[src/rtl/zbuf_mem_scheduler_if.sv]
// Pixel request, clear control and SRAM bus between the z-buffer scheduler and its environment.
// The master modport is the scheduler side; the slave modport is the rasterizer/SRAM/video side.
interface zbuf_mem_scheduler_if;
    logic        iVIDEO_ON;
    logic        iCLR_REQ;
    logic        oCLR_BUSY;
    logic        oCLR_DONE;
    logic        iPIX_VALID;
    logic [9:0]  iPIX_X;
    logic [8:0]  iPIX_Y;
    logic [15:0] iPIX_DATA;
    logic        oPIX_READY;
    logic        oPIX_REJECT;
    logic [17:0] oMEM_ADDR;
    logic [15:0] oMEM_DATA;
    logic        oMEM_READ;
    logic        oMEM_WRITE;
    logic [15:0] iMEM_DATA;

    modport master (
        input  iVIDEO_ON, iCLR_REQ, iPIX_VALID, iPIX_X, iPIX_Y, iPIX_DATA, iMEM_DATA,
        output oCLR_BUSY, oCLR_DONE, oPIX_READY, oPIX_REJECT,
               oMEM_ADDR, oMEM_DATA, oMEM_READ, oMEM_WRITE
    );

    modport slave (
        output iVIDEO_ON, iCLR_REQ, iPIX_VALID, iPIX_X, iPIX_Y, iPIX_DATA, iMEM_DATA,
        input  oCLR_BUSY, oCLR_DONE, oPIX_READY, oPIX_REJECT,
               oMEM_ADDR, oMEM_DATA, oMEM_READ, oMEM_WRITE
    );
endinterface

[src/rtl/zbuf_mem_scheduler.sv]
// SRAM scheduler for a 640x400 framebuffer: bulk clear during blanking and per-pixel
// depth-tested read/compare/write. Every output except oPIX_READY is a register.
module zbuf_mem_scheduler #(
    parameter int unsigned CLR_WORDS = 256000
) (
    input  logic                  iCLK,
    input  logic                  reset,
    zbuf_mem_scheduler_if.master  bus
);
    localparam logic [17:0] CLR_LAST  = 18'(CLR_WORDS - 1);
    localparam logic [15:0] CLR_VALUE = 16'hC000;

    typedef enum logic [2:0] {S_IDLE, S_CLEAR, S_ZREAD, S_ZCMP, S_ZWRITE} state_t;

    state_t      state, state_n;
    logic        clr_pend, clr_pend_n;
    logic [17:0] clr_cnt, clr_cnt_n;
    logic        clr_last, clr_last_n;

    logic [17:0] mem_addr_q, mem_addr_n;
    logic [15:0] mem_data_q, mem_data_n;
    logic        mem_read_q, mem_read_n;
    logic        mem_write_q, mem_write_n;
    logic        busy_q, busy_n;
    logic        done_q, done_n;
    logic        reject_q, reject_n;

    logic [17:0] pix_addr;
    logic [15:0] pix_data;

    logic        pix_ready;
    logic        pix_accept;
    logic        on_screen;
    logic        depth_ok;
    logic [17:0] req_addr;

    // Y*640 + X as (Y<<9) + (Y<<7) + X
    assign req_addr   = {bus.iPIX_Y, 9'd0} + {2'd0, bus.iPIX_Y, 7'd0} + {8'd0, bus.iPIX_X};
    assign on_screen  = (bus.iPIX_X < 10'd640) && (bus.iPIX_Y < 9'd400);
    // A clear request arriving this cycle already blocks pixels so the clear wins the tie
    assign pix_ready  = !reset && (state == S_IDLE) && !bus.iVIDEO_ON && !clr_pend && !bus.iCLR_REQ;
    assign pix_accept = bus.iPIX_VALID && pix_ready;
    assign depth_ok   = pix_data[15:14] <= bus.iMEM_DATA[15:14];

    always_ff @(posedge iCLK or posedge reset) begin
        if (reset) begin
            state       <= S_IDLE;
            clr_pend    <= 1'b0;
            clr_cnt     <= '0;
            clr_last    <= 1'b0;
            mem_addr_q  <= '0;
            mem_data_q  <= '0;
            mem_read_q  <= 1'b0;
            mem_write_q <= 1'b0;
            busy_q      <= 1'b0;
            done_q      <= 1'b0;
            reject_q    <= 1'b0;
        end else begin
            state       <= state_n;
            clr_pend    <= clr_pend_n;
            clr_cnt     <= clr_cnt_n;
            clr_last    <= clr_last_n;
            mem_addr_q  <= mem_addr_n;
            mem_data_q  <= mem_data_n;
            mem_read_q  <= mem_read_n;
            mem_write_q <= mem_write_n;
            busy_q      <= busy_n;
            done_q      <= done_n;
            reject_q    <= reject_n;
        end
    end

    // Pixel latch is pure datapath; it is only consumed after an accept reloads it
    always_ff @(posedge iCLK) begin
        if (pix_accept) begin
            pix_addr <= req_addr;
            pix_data <= bus.iPIX_DATA;
        end
    end

    always_comb begin
        state_n    = state;
        clr_pend_n = clr_pend || (bus.iCLR_REQ && state != S_CLEAR);
        case (state)
            S_IDLE: begin
                if (clr_pend && !bus.iVIDEO_ON) begin
                    state_n    = S_CLEAR;
                    clr_pend_n = 1'b0;
                end else if (pix_accept && on_screen) begin
                    state_n = S_ZREAD;
                end
            end
            S_CLEAR:  if (clr_last) state_n = S_IDLE;
            S_ZREAD:  state_n = S_ZCMP;
            S_ZCMP:   state_n = depth_ok ? S_ZWRITE : S_IDLE;
            S_ZWRITE: state_n = S_IDLE;
            default:  state_n = S_IDLE;
        endcase
    end

    always_comb begin
        mem_addr_n  = mem_addr_q;
        mem_data_n  = mem_data_q;
        mem_read_n  = 1'b0;
        mem_write_n = 1'b0;
        busy_n      = busy_q;
        done_n      = 1'b0;
        reject_n    = 1'b0;
        clr_cnt_n   = clr_cnt;
        clr_last_n  = clr_last;
        case (state)
            S_IDLE: begin
                if (clr_pend && !bus.iVIDEO_ON) begin
                    busy_n = 1'b1;
                end else if (pix_accept) begin
                    if (on_screen) begin
                        mem_read_n = 1'b1;
                        mem_addr_n = req_addr;
                    end else begin
                        reject_n = 1'b1;
                    end
                end
            end
            S_CLEAR: begin
                // The final write is shown for one cycle while still in CLEAR, then we finish
                if (clr_last) begin
                    busy_n     = 1'b0;
                    done_n     = 1'b1;
                    clr_last_n = 1'b0;
                end else if (!bus.iVIDEO_ON) begin
                    mem_write_n = 1'b1;
                    mem_addr_n  = clr_cnt;
                    mem_data_n  = CLR_VALUE;
                    if (clr_cnt == CLR_LAST) begin
                        clr_cnt_n  = '0;
                        clr_last_n = 1'b1;
                    end else begin
                        clr_cnt_n = clr_cnt + 18'd1;
                    end
                end
            end
            S_ZCMP: begin
                if (depth_ok) begin
                    mem_write_n = 1'b1;
                    mem_addr_n  = pix_addr;
                    mem_data_n  = pix_data;
                end else begin
                    reject_n = 1'b1;
                end
            end
            default: ;
        endcase
    end

    assign bus.oMEM_ADDR   = mem_addr_q;
    assign bus.oMEM_DATA   = mem_data_q;
    assign bus.oMEM_READ   = mem_read_q;
    assign bus.oMEM_WRITE  = mem_write_q;
    assign bus.oCLR_BUSY   = busy_q;
    assign bus.oCLR_DONE   = done_q;
    assign bus.oPIX_REJECT = reject_q;
    assign bus.oPIX_READY  = pix_ready;
endmodule
[src/flat_wrapper.sv]
// flat-port wrapper written by rule: the top's interface ports become plain ports
module zbuf_mem_scheduler_flat 
#(
    parameter int unsigned CLR_WORDS = 256000
)
  (iCLK, reset, bus_iVIDEO_ON, bus_iCLR_REQ, bus_iPIX_VALID, bus_iPIX_X, bus_iPIX_Y, bus_iPIX_DATA, bus_iMEM_DATA, bus_oCLR_BUSY, bus_oCLR_DONE, bus_oPIX_READY, bus_oPIX_REJECT, bus_oMEM_ADDR, bus_oMEM_DATA, bus_oMEM_READ, bus_oMEM_WRITE);
  zbuf_mem_scheduler_if bus_i ();
  input  logic iCLK;
  input  logic reset;
  input wire logic [$bits(bus_i.iVIDEO_ON)-1:0] bus_iVIDEO_ON;
  input wire logic [$bits(bus_i.iCLR_REQ)-1:0] bus_iCLR_REQ;
  input wire logic [$bits(bus_i.iPIX_VALID)-1:0] bus_iPIX_VALID;
  input wire logic [$bits(bus_i.iPIX_X)-1:0] bus_iPIX_X;
  input wire logic [$bits(bus_i.iPIX_Y)-1:0] bus_iPIX_Y;
  input wire logic [$bits(bus_i.iPIX_DATA)-1:0] bus_iPIX_DATA;
  input wire logic [$bits(bus_i.iMEM_DATA)-1:0] bus_iMEM_DATA;
  output wire logic [$bits(bus_i.oCLR_BUSY)-1:0] bus_oCLR_BUSY;
  output wire logic [$bits(bus_i.oCLR_DONE)-1:0] bus_oCLR_DONE;
  output wire logic [$bits(bus_i.oPIX_READY)-1:0] bus_oPIX_READY;
  output wire logic [$bits(bus_i.oPIX_REJECT)-1:0] bus_oPIX_REJECT;
  output wire logic [$bits(bus_i.oMEM_ADDR)-1:0] bus_oMEM_ADDR;
  output wire logic [$bits(bus_i.oMEM_DATA)-1:0] bus_oMEM_DATA;
  output wire logic [$bits(bus_i.oMEM_READ)-1:0] bus_oMEM_READ;
  output wire logic [$bits(bus_i.oMEM_WRITE)-1:0] bus_oMEM_WRITE;
  assign bus_i.iVIDEO_ON = bus_iVIDEO_ON;
  assign bus_i.iCLR_REQ = bus_iCLR_REQ;
  assign bus_i.iPIX_VALID = bus_iPIX_VALID;
  assign bus_i.iPIX_X = bus_iPIX_X;
  assign bus_i.iPIX_Y = bus_iPIX_Y;
  assign bus_i.iPIX_DATA = bus_iPIX_DATA;
  assign bus_i.iMEM_DATA = bus_iMEM_DATA;
  assign bus_oCLR_BUSY = bus_i.oCLR_BUSY;
  assign bus_oCLR_DONE = bus_i.oCLR_DONE;
  assign bus_oPIX_READY = bus_i.oPIX_READY;
  assign bus_oPIX_REJECT = bus_i.oPIX_REJECT;
  assign bus_oMEM_ADDR = bus_i.oMEM_ADDR;
  assign bus_oMEM_DATA = bus_i.oMEM_DATA;
  assign bus_oMEM_READ = bus_i.oMEM_READ;
  assign bus_oMEM_WRITE = bus_i.oMEM_WRITE;
  zbuf_mem_scheduler #(.CLR_WORDS(CLR_WORDS)) u_core (.iCLK(iCLK), .reset(reset), .bus(bus_i));
endmodule
[config.mk]
export PLATFORM = sky130hd
export DESIGN_NAME = zbuf_mem_scheduler_flat
export DESIGN_NICKNAME = d
export VERILOG_FILES = /design/src/rtl/zbuf_mem_scheduler_if.sv /design/src/rtl/zbuf_mem_scheduler.sv /design/src/flat_wrapper.sv
export SDC_FILE = /design/constraint.sdc
export NUM_CORES = 1
export LEC_CHECK = 0
export CORE_MARGIN = 2
export CORE_UTILIZATION = 40
export DETAILED_ROUTE_END_ITERATION = 8
export PLACE_DENSITY_LB_ADDON = 0.1
export SYNTH_ARGS = -nofsm -noshare
export SYNTH_HDL_FRONTEND = slang
export SYNTH_SLANG_ARGS = --single-unit
[constraint.sdc]
create_clock -name iCLK -period 3.18 [get_ports iCLK]
set_clock_uncertainty 0.15 [all_clocks]
set_input_delay 0.954 -clock iCLK [delete_from_list [all_inputs] [get_ports iCLK]]
set_output_delay 0.954 -clock iCLK [all_outputs]
set_load 0.02 [all_outputs]
### After elaboration in Yosys (flattened, before gate mapping)

Cells that the tools add are included.
Widths: inputs -> output; s select.

| storage, ports and cells | value |
|---|---|
| memory bits (read-only) | 0 |
| word-level logic and storage cells | 98 |
| latch bits | 0 |
| memories | 0 |
| memory bits (writable) | 0 |
| bits in registers | 96 |

| cells by class | value |
|---|---|
| div/mod/pow operators | 0 |
| shift-type cells | 0 |
| add/subtract/negate cells | 3 |
| multiply operators | 0 |
| reduce and logical (&&, ||, !) cells | 23 |
| equal/unequal tests | 14 |
| mux-type cells | 40 |
| $lt $le $gt $ge | 3 |
| bitwise logic cells | 2 |

Operators by type and width:

| kind | number |
|---|---|
| $mux 18 | 7 |
| $pmux 18 s3 | 1 |
| $mux 16 | 3 |
| $pmux 16 s2 | 1 |
| $mux 1 | 20 |
| $add 18x1->18 const B | 1 |
| $add 18x10->18 | 1 |
| $add 18x16->18 | 1 |
| $eq 18x18->1 const B | 1 |
| $mux 3 | 4 |
| $pmux 3 s4 | 1 |
| $lt 10x10->1 const B | 1 |
| $logic_and 1x1->1 | 9 |
| $lt 9x9->1 const B | 1 |
| $ne 2x1->1 const B | 4 |
| $ne 2x2->1 const B | 4 |
| $reduce_and 7->1 | 1 |
| $eq 3x2->1 const B | 2 |
| $pmux 1 s2 | 3 |
| $reduce_and 3->1 | 2 |
| $logic_not 1->1 | 4 |
| $reduce_and 4->1 | 1 |
| $reduce_bool 2->1 | 2 |
| $eq 3x1->1 const B | 1 |
| 8 further kinds | 9 |

### Longest topological paths before layout

| depth | value |
|---|---|
| depth after elaboration | 10 |
| mapped depth | 10 |
| mapped depth without buffers | 10 |

### Least setup slack after synthesis

No wires, ideal clock.

| timing path | value |
|---|---|
| path kind | input to register |
| from | input port bus_iPIX_Y[0] |
| to | register u_core.mem_addr_q[17] (netlist: u_core.bus.oMEM_ADDR[17]) |
| setup slack | -47 ps |
| cell stages on the path | 10 |
| data arrival time | 2954 ps |
| library setup time | 123 ps |
| cells stage by stage | inv_1 fa_1 inv_1 ha_1 a21oi_1 o211ai_2 o2111ai_1 mux2_2 o21ai_0 o21ai_1 |

| on the way | value |
|---|---|
| word-level cells in the longest chain between the ends | 6 |

RTL lines:

| item | line | source |
|---|---|---|
| start: declaration | flat_wrapper.sv:14 | `input wire logic [$bits(bus_i.iPIX_Y)-1:0] bus_iPIX_Y;` |
| $add 18x16->18 | zbuf_mem_scheduler.sv:38 | `assign req_addr = {bus.iPIX_Y, 9'd0} + {2'd0, bus.iPIX_Y, 7'd0} + {8'd0, bus.iPIX_X};` |
| $add 18x10->18 | zbuf_mem_scheduler.sv:38 |  |
| $mux 18 | zbuf_mem_scheduler.sv:116 | `if (on_screen) begin` |
| $mux 18 | zbuf_mem_scheduler.sv:115 | `end else if (pix_accept) begin` |
| $mux 18 | zbuf_mem_scheduler.sv:113 | `if (clr_pend && !bus.iVIDEO_ON) begin` |
| $pmux 18 s3 | zbuf_mem_scheduler.sv:111 | `case (state)` |
| end signal: assignment | zbuf_mem_scheduler.sv:63 | `mem_addr_q <= mem_addr_n;` |
| end: declaration | zbuf_mem_scheduler.sv:20 | `logic [17:0] mem_addr_q, mem_addr_n;` |

Several ways; a longest one is shown, not always the timed one. The select of a mux whose other input is x is not followed.
A chain may end at the register's enable or synchronous reset.

### Worst setup path in the final report

| timing path | value |
|---|---|
| from | input port bus_iCLR_REQ |
| to | output port bus_oPIX_READY |

| on the way | value |
|---|---|
| word-level cells in the longest chain between the ends | 2 |

RTL lines:

| item | line | source |
|---|---|---|
| start: declaration | flat_wrapper.sv:11 | `input wire logic [$bits(bus_i.iCLR_REQ)-1:0] bus_iCLR_REQ;` |
| $logic_not 1->1 | zbuf_mem_scheduler.sv:41 | `assign pix_ready = !reset && (state == S_IDLE) && !bus.iVIDEO_ON && !clr_pend && !bus.iCLR_REQ;` |
| $logic_and 1x1->1 | zbuf_mem_scheduler.sv:41 |  |
| end: declaration | flat_wrapper.sv:19 | `output wire logic [$bits(bus_i.oPIX_READY)-1:0] bus_oPIX_READY;` |

Every way passes these cells.

==> flow_results.org <==
** Detailed routing
- Vias per cell :: 4.97
- Via count of the routed design :: around 3.3k
- Wire length per cell after detailed routing :: around 15 um
- Number of remaining DRC errors :: 0
- The detail route stage leaves a number of antenna-violating nets equal to 0.
- Total routed wirelength :: about 9.9 mm
- The first detailed-routing pass ran for 4 iterations.
- Iteration-0 DRC count of the detailed router :: between 150 and 200

** Die
- Number of rows in the core area :: 39
- Initial Util :: about two fifths
- Die boundary height :: ~110 um
- 96 I/O pins were placed.
- Die Wd :: around 110 um
- The floorplan step defined a die boundary enclosing approximately 0.012 mm2.
- Core ar. :: 0.0113 mm2

** Critical path
- Startpoint-to-endpoint class of the critical path :: in2out
- Data arrival time at the worst-slack endpoint :: 1.98 ns
- Critical Path End Type :: primary output
- For this run, the slowest stage of the critical path takes around 0.43 ns.
- The signal on the critical path passes through clkdlybuf4s50_1 > nor4_2 > and2_1 > buf_2.
- Crit start category :: primary input
- FF-to-FF setup slack :: 1.00 ns
- Biggest fanout along the worst timing path :: 2
- Data required time at the worst endpoint :: 2.08 ns
- The slowest stage of the critical path belongs to the cell sky130_fd_sc_hd__clkdlybuf4s50_1.

** Timing
- Max-slew headroom :: between 20% and 30%
- Slew of the pin with the lowest slew margin :: ~1.2 ns
- The final count of hold timing violations is 0.
- Post-route minimum period :: just over 3 ns
- The number of max-slew violations in the final report came to 0.
- Setup-violating endpoint count in the final report :: 0
- For this run, the top clock speed supported by timing is approximately 320 MHz.
- Final period util :: 97.0%

** GRT
- Antenna violations before repair :: 0
- The first global-routing pass estimated 16.9 mm of wire.
- The number of global-route vias before repair is about 3.4k.
- Largest net degree at the start of global routing :: 29
- Sum of overflow across all layers after global routing :: 0
- Global-route usage over all layers :: 17.1%

** Synth
- Post-synthesis cell area :: 0.00457 mm2
- Part of the Yosys area used for sequential elements :: between 50 and 60%
- Mapped Avg Cell Area :: roughly 11 um2
- Number of distinct library cell variants in the gate-level netlist after synthesis :: 52
- Yosys printed 0 warnings.
- After synthesis, the share of flip-flops with an asynchronous set or reset is roughly 65%.
- Counting flops with a built-in enable in the synthesized netlist gives 34.
- In the synthesized netlist, the number of instances is around 400.
- The most used flip-flop cell after synthesis is sky130_fd_sc_hd__dfrtp_1.
- Net count after synthesis :: 479
- Synth Register Bits :: 96

** CTS
- CTS saw 96 sinks.
- The clock passes through at most 2 buffers.
- Hold Buf Count CTS :: 0
- The root buffer cell chosen for the clock tree is sky130_fd_sc_hd__clkbuf_16.
- Clk pin slew, worst setup/hold paths :: 0.07 ns
- TritonCTS built the clock tree.
- The number of clock buffers added by TritonCTS is 9.
- Depth of the CTS H-tree :: 3
- Clock Latency Late Sink :: ~0.35 ns

** Outcome
- The flow ran to the end, and the final reports show no timing, DRC or antenna violations.

** Place
- In this run the tool buffered the top-level ports with between 80 and 90 buffer cells.
- In this run the cell area measured after placement is around 0.0058 mm2.
- The congestion estimate from routability-driven global placement came to ~0.76.
- Summed over all nets, the half-perimeter wirelength after detailed placement is roughly 7 mm.

** Pwr
- PD cells :: 585 mW/mm2
- IR analysis of the VDD net gives a maximum drop of approximately 0.00032 V.
- Leakage power figure :: approximately 2.6 nW
- Total power consumption of the routed design :: about 3.6 mW

** Cells and area
- Share of layout cells above drive strength 1 :: between 10% and 20%
- Ant. Diodes :: 0
- Layout-stage area growth over the synthesis result :: 34.2%
- After the last flow step, the layout net total stands at slightly below 600.
- Summing all non-filler instances in the final layout gives an area of between 0.006 and 0.007 mm2.

** Worst hold path
- Path class of the lowest-slack min-delay path :: reg2reg

** Job
- Max capacitance violation total :: 0
-- per-stage QoR --
step / hold slack (ns) / setup TNS [ns] / cells / worst slack (ns) / utilization (%)
final: 0.317 / 0 / 662 / 0.0947 / 54.4
after global routing: 0.331 / -0.00422 / 662 / -0.00422 / 54.4
after global placement: 0.296 / -5.85 / 643 / -0.615 / 51.0
after CTS: 0.320 / 0 / 660 / 0.0174 / 54.1
after floorplan: 0.293 / 0 / 401 / 0.0106 / -
after detailed placement: 0.301 / -7.18 / 643 / -0.703 / 51.0
-- cells in the mapped netlist, types with 8 or more instances --
cell	n	area, um2
sky130_fd_sc_hd__dfrtp_1	62	1550
sky130_fd_sc_hd__a22o_1	14	123
sky130_fd_sc_hd__nor2_1	38	143
sky130_fd_sc_hd__buf_2	8	40.0
sky130_fd_sc_hd__o21ai_0	27	135
sky130_fd_sc_hd__nand2_1	42	158
sky130_fd_sc_hd__inv_1	19	71.3
sky130_fd_sc_hd__mux2i_1	19	190
sky130_fd_sc_hd__xor2_1	11	96.3
sky130_fd_sc_hd__edfxtp_1	34	1020
sky130_fd_sc_hd__ha_1	20	250
sky130_fd_sc_hd__xnor2_1	10	87.6
sky130_fd_sc_hd__nand4_1	8	50.1
sky130_fd_sc_hd__a21oi_1	22	110
-- cell usage in the layout (no fill, tap or decap), types with 9 or more instances in the layout --
cell                               n
sky130_fd_sc_hd__nand2_1          42
sky130_fd_sc_hd__buf_4            35
sky130_fd_sc_hd__mux2i_1          19
sky130_fd_sc_hd__clkbuf_16         9
sky130_fd_sc_hd__xor2_1           11
sky130_fd_sc_hd__ha_1             16
sky130_fd_sc_hd__a21oi_1          20
sky130_fd_sc_hd__inv_1            14
sky130_fd_sc_hd__clkdlybuf4s50_1  74
sky130_fd_sc_hd__xnor2_1          10
sky130_fd_sc_hd__a22o_1           14
sky130_fd_sc_hd__nor2_1           38
sky130_fd_sc_hd__edfxtp_1         34
sky130_fd_sc_hd__dfrtp_1          62
sky130_fd_sc_hd__o21ai_0          26
-- logic make-up after synthesis --
family / count (synthesis) / share of synthesized area, %
simple gates: 122 / 13.2
flops: 96 / 56.3
compound gates: 84 / 11.7
buf+inv: 35 / 3.70
fa+ha+maj: 22 / 6.35
xor+xnor: 21 / 4.03
mux: 21 / 4.66
-- sequential cells by signal (all words and copies together) (netlist names) --
signal and flops:
u_core.bus.oMEM_ADDR 18, u_core.clr_cnt 18, u_core.pix_addr 18, u_core.bus.oMEM_DATA 16, u_core.pix_data 16, u_core.state 3
u_core.bus.oCLR_BUSY 1, u_core.bus.oCLR_DONE 1, u_core.bus.oMEM_READ 1, u_core.bus.oMEM_WRITE 1, u_core.bus.oPIX_REJECT 1, u_core.clr_last 1
u_core.clr_pend 1
-- metal layers --
layer	vias up	part of all wire, %	GRT usage, %
met2	64	48	28.7
met5	-	0	0
met1	1560	47	22.2
met3	14	3.9	3.34
met4	0	1.6	6.25
li1	1654	-	-
-- worst max-delay path: cells and delay by family --
kind	cells	cell delay, ns
buffers and inverters	2	0.58
AND/OR/NAND/NOR	2	0.44
-- timing repair --
action                     in CTS  in global routing
pin swaps                       9                  8
setup endpoints to repair      11                  5
buffers inserted                1                  2
gates resized for setup        22                  9
-- cell type report --
class	instances	area [um2]
timing repair buffer	118	1110
fill	1005	5140
sequential	96	2570
tap	143	179
clock buffer	9	225
clock inverter	7	55.1
inverter	19	71.3
multi-input combinational	270	1920
-- where the power goes --
group	switching (mW)	leakage (nW)	internal [mW]	total (mW)
Clock	0.480	0.132	0.537	1.02
Sequential	0.134	1.13	1.43	1.57
Combinational	0.539	1.35	0.466	1.01
-- final timing paths --
path,start,to,cells past startpoint
worst max-delay path,bus_iCLR_REQ,bus_oPIX_READY,4
worst min-delay path,u_core.pix_data[2]$_DFFE_PP_,u_core.bus.oMEM_DATA[2]$_DFFE_PP0P_,1
worst max register to register,u_core.state[2]$_DFFE_PP0P_,u_core.bus.oMEM_ADDR[17]$_DFFE_PP0P_,4
worst min register to register,u_core.pix_data[2]$_DFFE_PP_,u_core.bus.oMEM_DATA[2]$_DFFE_PP0P_,1
max in group asynchronous,reset,u_core.clr_last$_DFFE_PP0N_,3
min in group asynchronous,reset,u_core.bus.oMEM_DATA[5]$_DFFE_PP0P_,2
No activity file was read; power rests on OpenSTA's default activity.
==> edit 1, RTL diff (same flow settings) <==
Reset style: synchronous (`reset`), changed in one clocked block.
--- a/src/rtl/zbuf_mem_scheduler.sv
+++ b/src/rtl/zbuf_mem_scheduler.sv
@@ -43,5 +43,5 @@
     assign depth_ok   = pix_data[15:14] <= bus.iMEM_DATA[15:14];
 
-    always_ff @(posedge iCLK or posedge reset) begin
+    always_ff @(posedge iCLK) begin
         if (reset) begin
             state       <= S_IDLE;
Behaviour: differs if reset is asserted again (counterexample within 4 cycles, from zero or initial values and one cycle with reset high); with reset held inactive, the same outputs for 10 cycles.
==> edit 1 against the unedited design <==
Critical path type is now primary input to flip-flop; sequential power fell by 15%; final area rose by 2.0%; area after synthesis fell by 1.0%; setup slack got worse by 0.0030 ns; routed wire length rose by 15%; power fell by 18%; global-route usage rose by 2.2 points; largest cell class unchanged; sequential cell count did not move; combinational power fell by 49%; critical path depth rose by 4.
==> edit 1: results (changes against the unedited design) <==
----------------------------------------------------
[Global routing]
  All-Layer GR Usage ... 0.194 (+0.0224)
  Grt met2 use ... 0.310 (+0.0231)
  Met3 track demand over resource in global routing ... 0.0364 (+0.00310)
  Via count of the first global-routing pass ... 3,655 (+6.1%)

[Pwr]
  Largest voltage drop on the vdd net ... 260 µV (-19%)
  Combinational cell power ... 0.514 mW (-49%)
  Power density over the cells ... 473 nW/µm² (-19%)
  P_seq ... 1.34 mW (-15%)
  Static leakage ... 2.31 nW (-12%)
  Internal Dissipation ... 2.19 mW (-10%)

[Synth]
  Syn Area/Cell ... 10.1 µm² (-11%)
  Count of cell types in the netlist ... 58 (+12%)
  Most used standard cells in the synthesized netlist ... 62 x dfxtp_1, 59 x nor2_1, 41 x nand2_1
  Register area share after synthesis ... 0.500 (-0.0629)
  Share of flip-flops with an asynchronous set or reset after synthesis ... 0 (-0.646)

[Worst hold path]
  Hold worst-path end ... u_core.bus.oMEM_ADDR[12]$_SDFFE_PP0P_
  Origin of the worst min-delay path ... u_core.bus.oMEM_ADDR[12]$_SDFFE_PP0P_
  Worst hold stages ... 2 (+1)

[Routing]
  Met3 layer wire length in the routed design ... 399 µm (+1.8%)
  Total met2 wirelength after detailed routing ... 5.25 mm (+11%)
  Post-DR wirelength/cell ... 16.0 µm (+6.3%)
  Drt via density ... 5.25 (+5.5%)
  Iter 0 DRT Violations ... 173 (+10%)

[Timing]
  Final-layout worst hold slack ... 0.327 ns (+0.0106 ns)
  Transition time of the tightest slew-check pin ... 0.597 ns (-0.575 ns)

[Status]
  Result of the run ... complete, no violations

[Worst setup path]
  Critical-path maximum fanout ... 3 (+1)
  Library cell contributing the largest single delay on the critical path ... or4b_4
  RR Startpoint ... u_core.state[1]$_SDFFE_PP0P_
  Endpoint of the most critical setup path ... u_core.bus.oMEM_ADDR[17]$_SDFFE_PP0P_
  Worst reg2reg path depth ... 7 (+3)

[Finish]
  Final cell count without fillers ... 718 (+8.5%)
  Net total in the final layout ... 651 (+10%)
  Layout cells sized above 1 ... 0.173 (+0.00923)

[Place]
  Worst-case setup slack after placement ... -0.650 ns (+0.0532 ns)
  GPL Wtd Cong ... 0.799 (+4.6%)
  Area after detailed placement ... 5850 µm² (+1.8%)

----------------------------------------------------
-- edit 1: what timing repair did --
action | CTS | global route
gates resized for setup | 15 | 10
pin swaps | 12 | 7
buffers inserted | 2 | 0
endpoints found under the setup margin | 12 | 20
-- edit 1: cell families (layout without fill, tap and decap cells) --
| family | after synthesis | count (layout) | share of synthesized area |
|---|---|---|---|
| flops | 96 | 96 | 0.500 |
| xor+xnor | 22 | 22 | 0.0426 |
| mux | 19 | 19 | 0.0423 |
| buf+inv | 32 | 162 | 0.0307 |
| compound gates | 89 | 89 | 0.142 |
| simple gates | 168 | 168 | 0.178 |
| fa+ha+maj | 22 | 22 | 0.0642 |
-- edit 1: cell type report --
class,instances,area (µm²)
fillers,1002,4680
flip-flops and latches,96,2260
multi-input cells,320,2250
repair buffers,134,1210
clock buffers,9,225
well taps,140,175
clock inverters,7,81.3
inverters,12,45.0
-- edit 1: tightest hold or removal path, stage by stage (launching register included) --
cell and delay [ns]:
dfxtp_1 0.31, inv_1 0.05, o32ai_1 0.07
==> edit 2, RTL diff (config.mk and constraints unchanged) <==
Made on the original files. `CLR_WORDS` is set to 256000 in 2 places; all go to 131072.
--- a/src/rtl/zbuf_mem_scheduler.sv
+++ b/src/rtl/zbuf_mem_scheduler.sv
@@ -2,5 +2,5 @@
 // depth-tested read/compare/write. Every output except oPIX_READY is a register.
 module zbuf_mem_scheduler #(
-    parameter int unsigned CLR_WORDS = 256000
+    parameter int unsigned CLR_WORDS = 131072
 ) (
     input  logic                  iCLK,
--- a/src/flat_wrapper.sv
+++ b/src/flat_wrapper.sv
@@ -2,5 +2,5 @@
 module zbuf_mem_scheduler_flat 
 #(
-    parameter int unsigned CLR_WORDS = 256000
+    parameter int unsigned CLR_WORDS = 131072
 )
   (iCLK, reset, bus_iVIDEO_ON, bus_iCLR_REQ, bus_iPIX_VALID, bus_iPIX_X, bus_iPIX_Y, bus_iPIX_DATA, bus_iMEM_DATA, bus_oCLR_BUSY, bus_oCLR_DONE, bus_oPIX_READY, bus_oPIX_REJECT, bus_oMEM_ADDR, bus_oMEM_DATA, bus_oMEM_READ, bus_oMEM_WRITE);
Formal check against the unedited RTL: same outputs for any inputs over 10 cycles, from zero or initial values and one cycle with reset high; that may be too few to reach the edited logic, so the function may still have changed.
==> edit 2 against the unedited design <==
Critical path depth increased by 5; synthesized cell count fell by 3.2%; die area down 3.0%; non-clock buffer count up 9; final area shrank 0.80%; highest routed layer unchanged; count of clock-buffer cells in the layout up 5; sequential cell count is the same; setup slack worse by 0.050 ns; area after synthesis shrank 3.1%; critical endpoint is now u_core.bus.oMEM_ADDR[16]$_DFFE_PP0P_; routed wire length is 4.8% lower; power is 3.4% lower.
==> edit 2: results (changes against the unedited design) <==
----------------------------------------------------
[Synth]
  Number of standard cells after synthesis ... 388 (-3.2%)
  Register area share after synthesis ... 0.581 (+0.0180)
  Count of cell types in the netlist ... 43 (-17%)
  Fraction of the mapped netlist area in adder cells ... 0.0656 (+0.00203)
  Share of the synthesized area in compound gates (AO/OA/AOI/OAI) ... 0.118 (+0.00120)

[Place]
  Number of placed instances, taps included ... 639 (-0.62%)
  GPL Wtd Cong ... 0.787 (+3.0%)
  Detailed placement HPWL ... 6.66 mm (-5.7%)

[Worst setup path]
  RR Startpoint ... u_core.state[1]$_DFFE_PP0P_
  Data arrival, critical path ... 3.24 ns (+1.26 ns)
  Critical-path maximum fanout ... 4 (+2)
  Library cell contributing the largest single delay on the critical path ... or4_4
  Worst reg2reg path depth ... 6 (+2)
  Largest stage delay on the critical path ... 0.50 ns (+0.07 ns)
  Dominant delay contributor by cell family on the critical path ... simple AND/OR/NAND/NOR gates

[Global routing]
  Wire length of the first global-routing pass ... 15.7 mm (-7.5%)
  Global-route met1 utilization ... 0.235 (+0.0130)
  All-Layer GR Usage ... 0.170 (-0.000949)
  Maximum number of pins on one net before global-route repair ... 53 (+83%)

[Worst hold path]
  Hold worst-path end ... u_core.bus.oMEM_DATA[13]$_DFFE_PP0P_
  Origin of the worst min-delay path ... u_core.pix_data[13]$_DFFE_PP_

[Routing]
  Wirelength, routed ... 9.46 mm (-4.8%)
  Number of detailed-routing iterations run before antenna repair ... 5 (+1)
  Total met2 wirelength after detailed routing ... 4.40 mm (-7.4%)
  Iter 0 DRT Violations ... 121 (-23%)
  Wire length on met1 ... 4.60 mm (-0.73%)
  Post-DR wirelength/cell ... 14.4 µm (-4.0%)

[Pwr]
  Largest voltage drop on the vdd net ... 222 µV (-31%)

[Finish]
  Layout cells sized above 1 ... 0.170 (+0.00644)

[Timing]
  Worst setup slack after layout ... 0.0447 ns (-0.0500 ns)

[Status]
  Result of the run ... complete, no violations

----------------------------------------------------
edit 2: changes by cell type after synthesis, sizes merged, moves of 4 or more:
| cell | before | now |
|---|---|---|
| buf | 12 | 2 |
| xor2 | 11 | 7 |
| or4 | 0 | 4 |
| clkbuf | 4 | 12 |
| nor2 | 39 | 28 |
edit 2: what timing repair did:
action                                 in CTS  in global routing
buffers inserted                            2                  0
resized for setup                          24                 12
pin swaps                                  11                  7
endpoints found under the hold margin       0                  0
setup endpoints to repair                   9                  4
edit 2: area by class of cell:
class	count	area, µm²	area share
Sequential cell	96	2570	0.423
Multi-Input combinational cell	258	1880	0.309
Clock buffer	14	164	0.0269
Inverter	20	75.1	0.0123
Tap cell	140	175	0.0288
Timing Repair Buffer	127	1180	0.194
Clock inverter	2	37.5	0.00617
edit 2: power breakdown:
| group | switching, mW | total [mW] | leakage, nW | internal (mW) |
|---|---|---|---|---|
| sequential | 0.130 | 1.58 | 1.13 | 1.44 |
| clock | 0.405 | 0.819 | 0.0960 | 0.413 |
| combinational | 0.563 | 1.07 | 1.32 | 0.509 |
edit 2: per-stage QoR:
| stage | hold WS [ns] | cell area (µm²) | TNS [ns] |
|---|---|---|---|
| floorplan | 0.293 | 4430 | 0 |
| global placement | 0.297 | 5740 | -5.99 |
| detailed placement | 0.301 | 5740 | -6.38 |
| CTS | 0.320 | 6010 | 0 |
| global route | 0.341 | 6080 | 0 |
| finish | 0.317 | 6080 | 0 |
edit 2: logic make-up after synthesis:
group / count (synthesis)
and+or+nand+nor: 114
DFF: 96
AOI/OAI and AO/OA: 84
buffers and inverters: 34
adders and majority gates: 22
xor gates and xnor gates: 20
muxes: 18
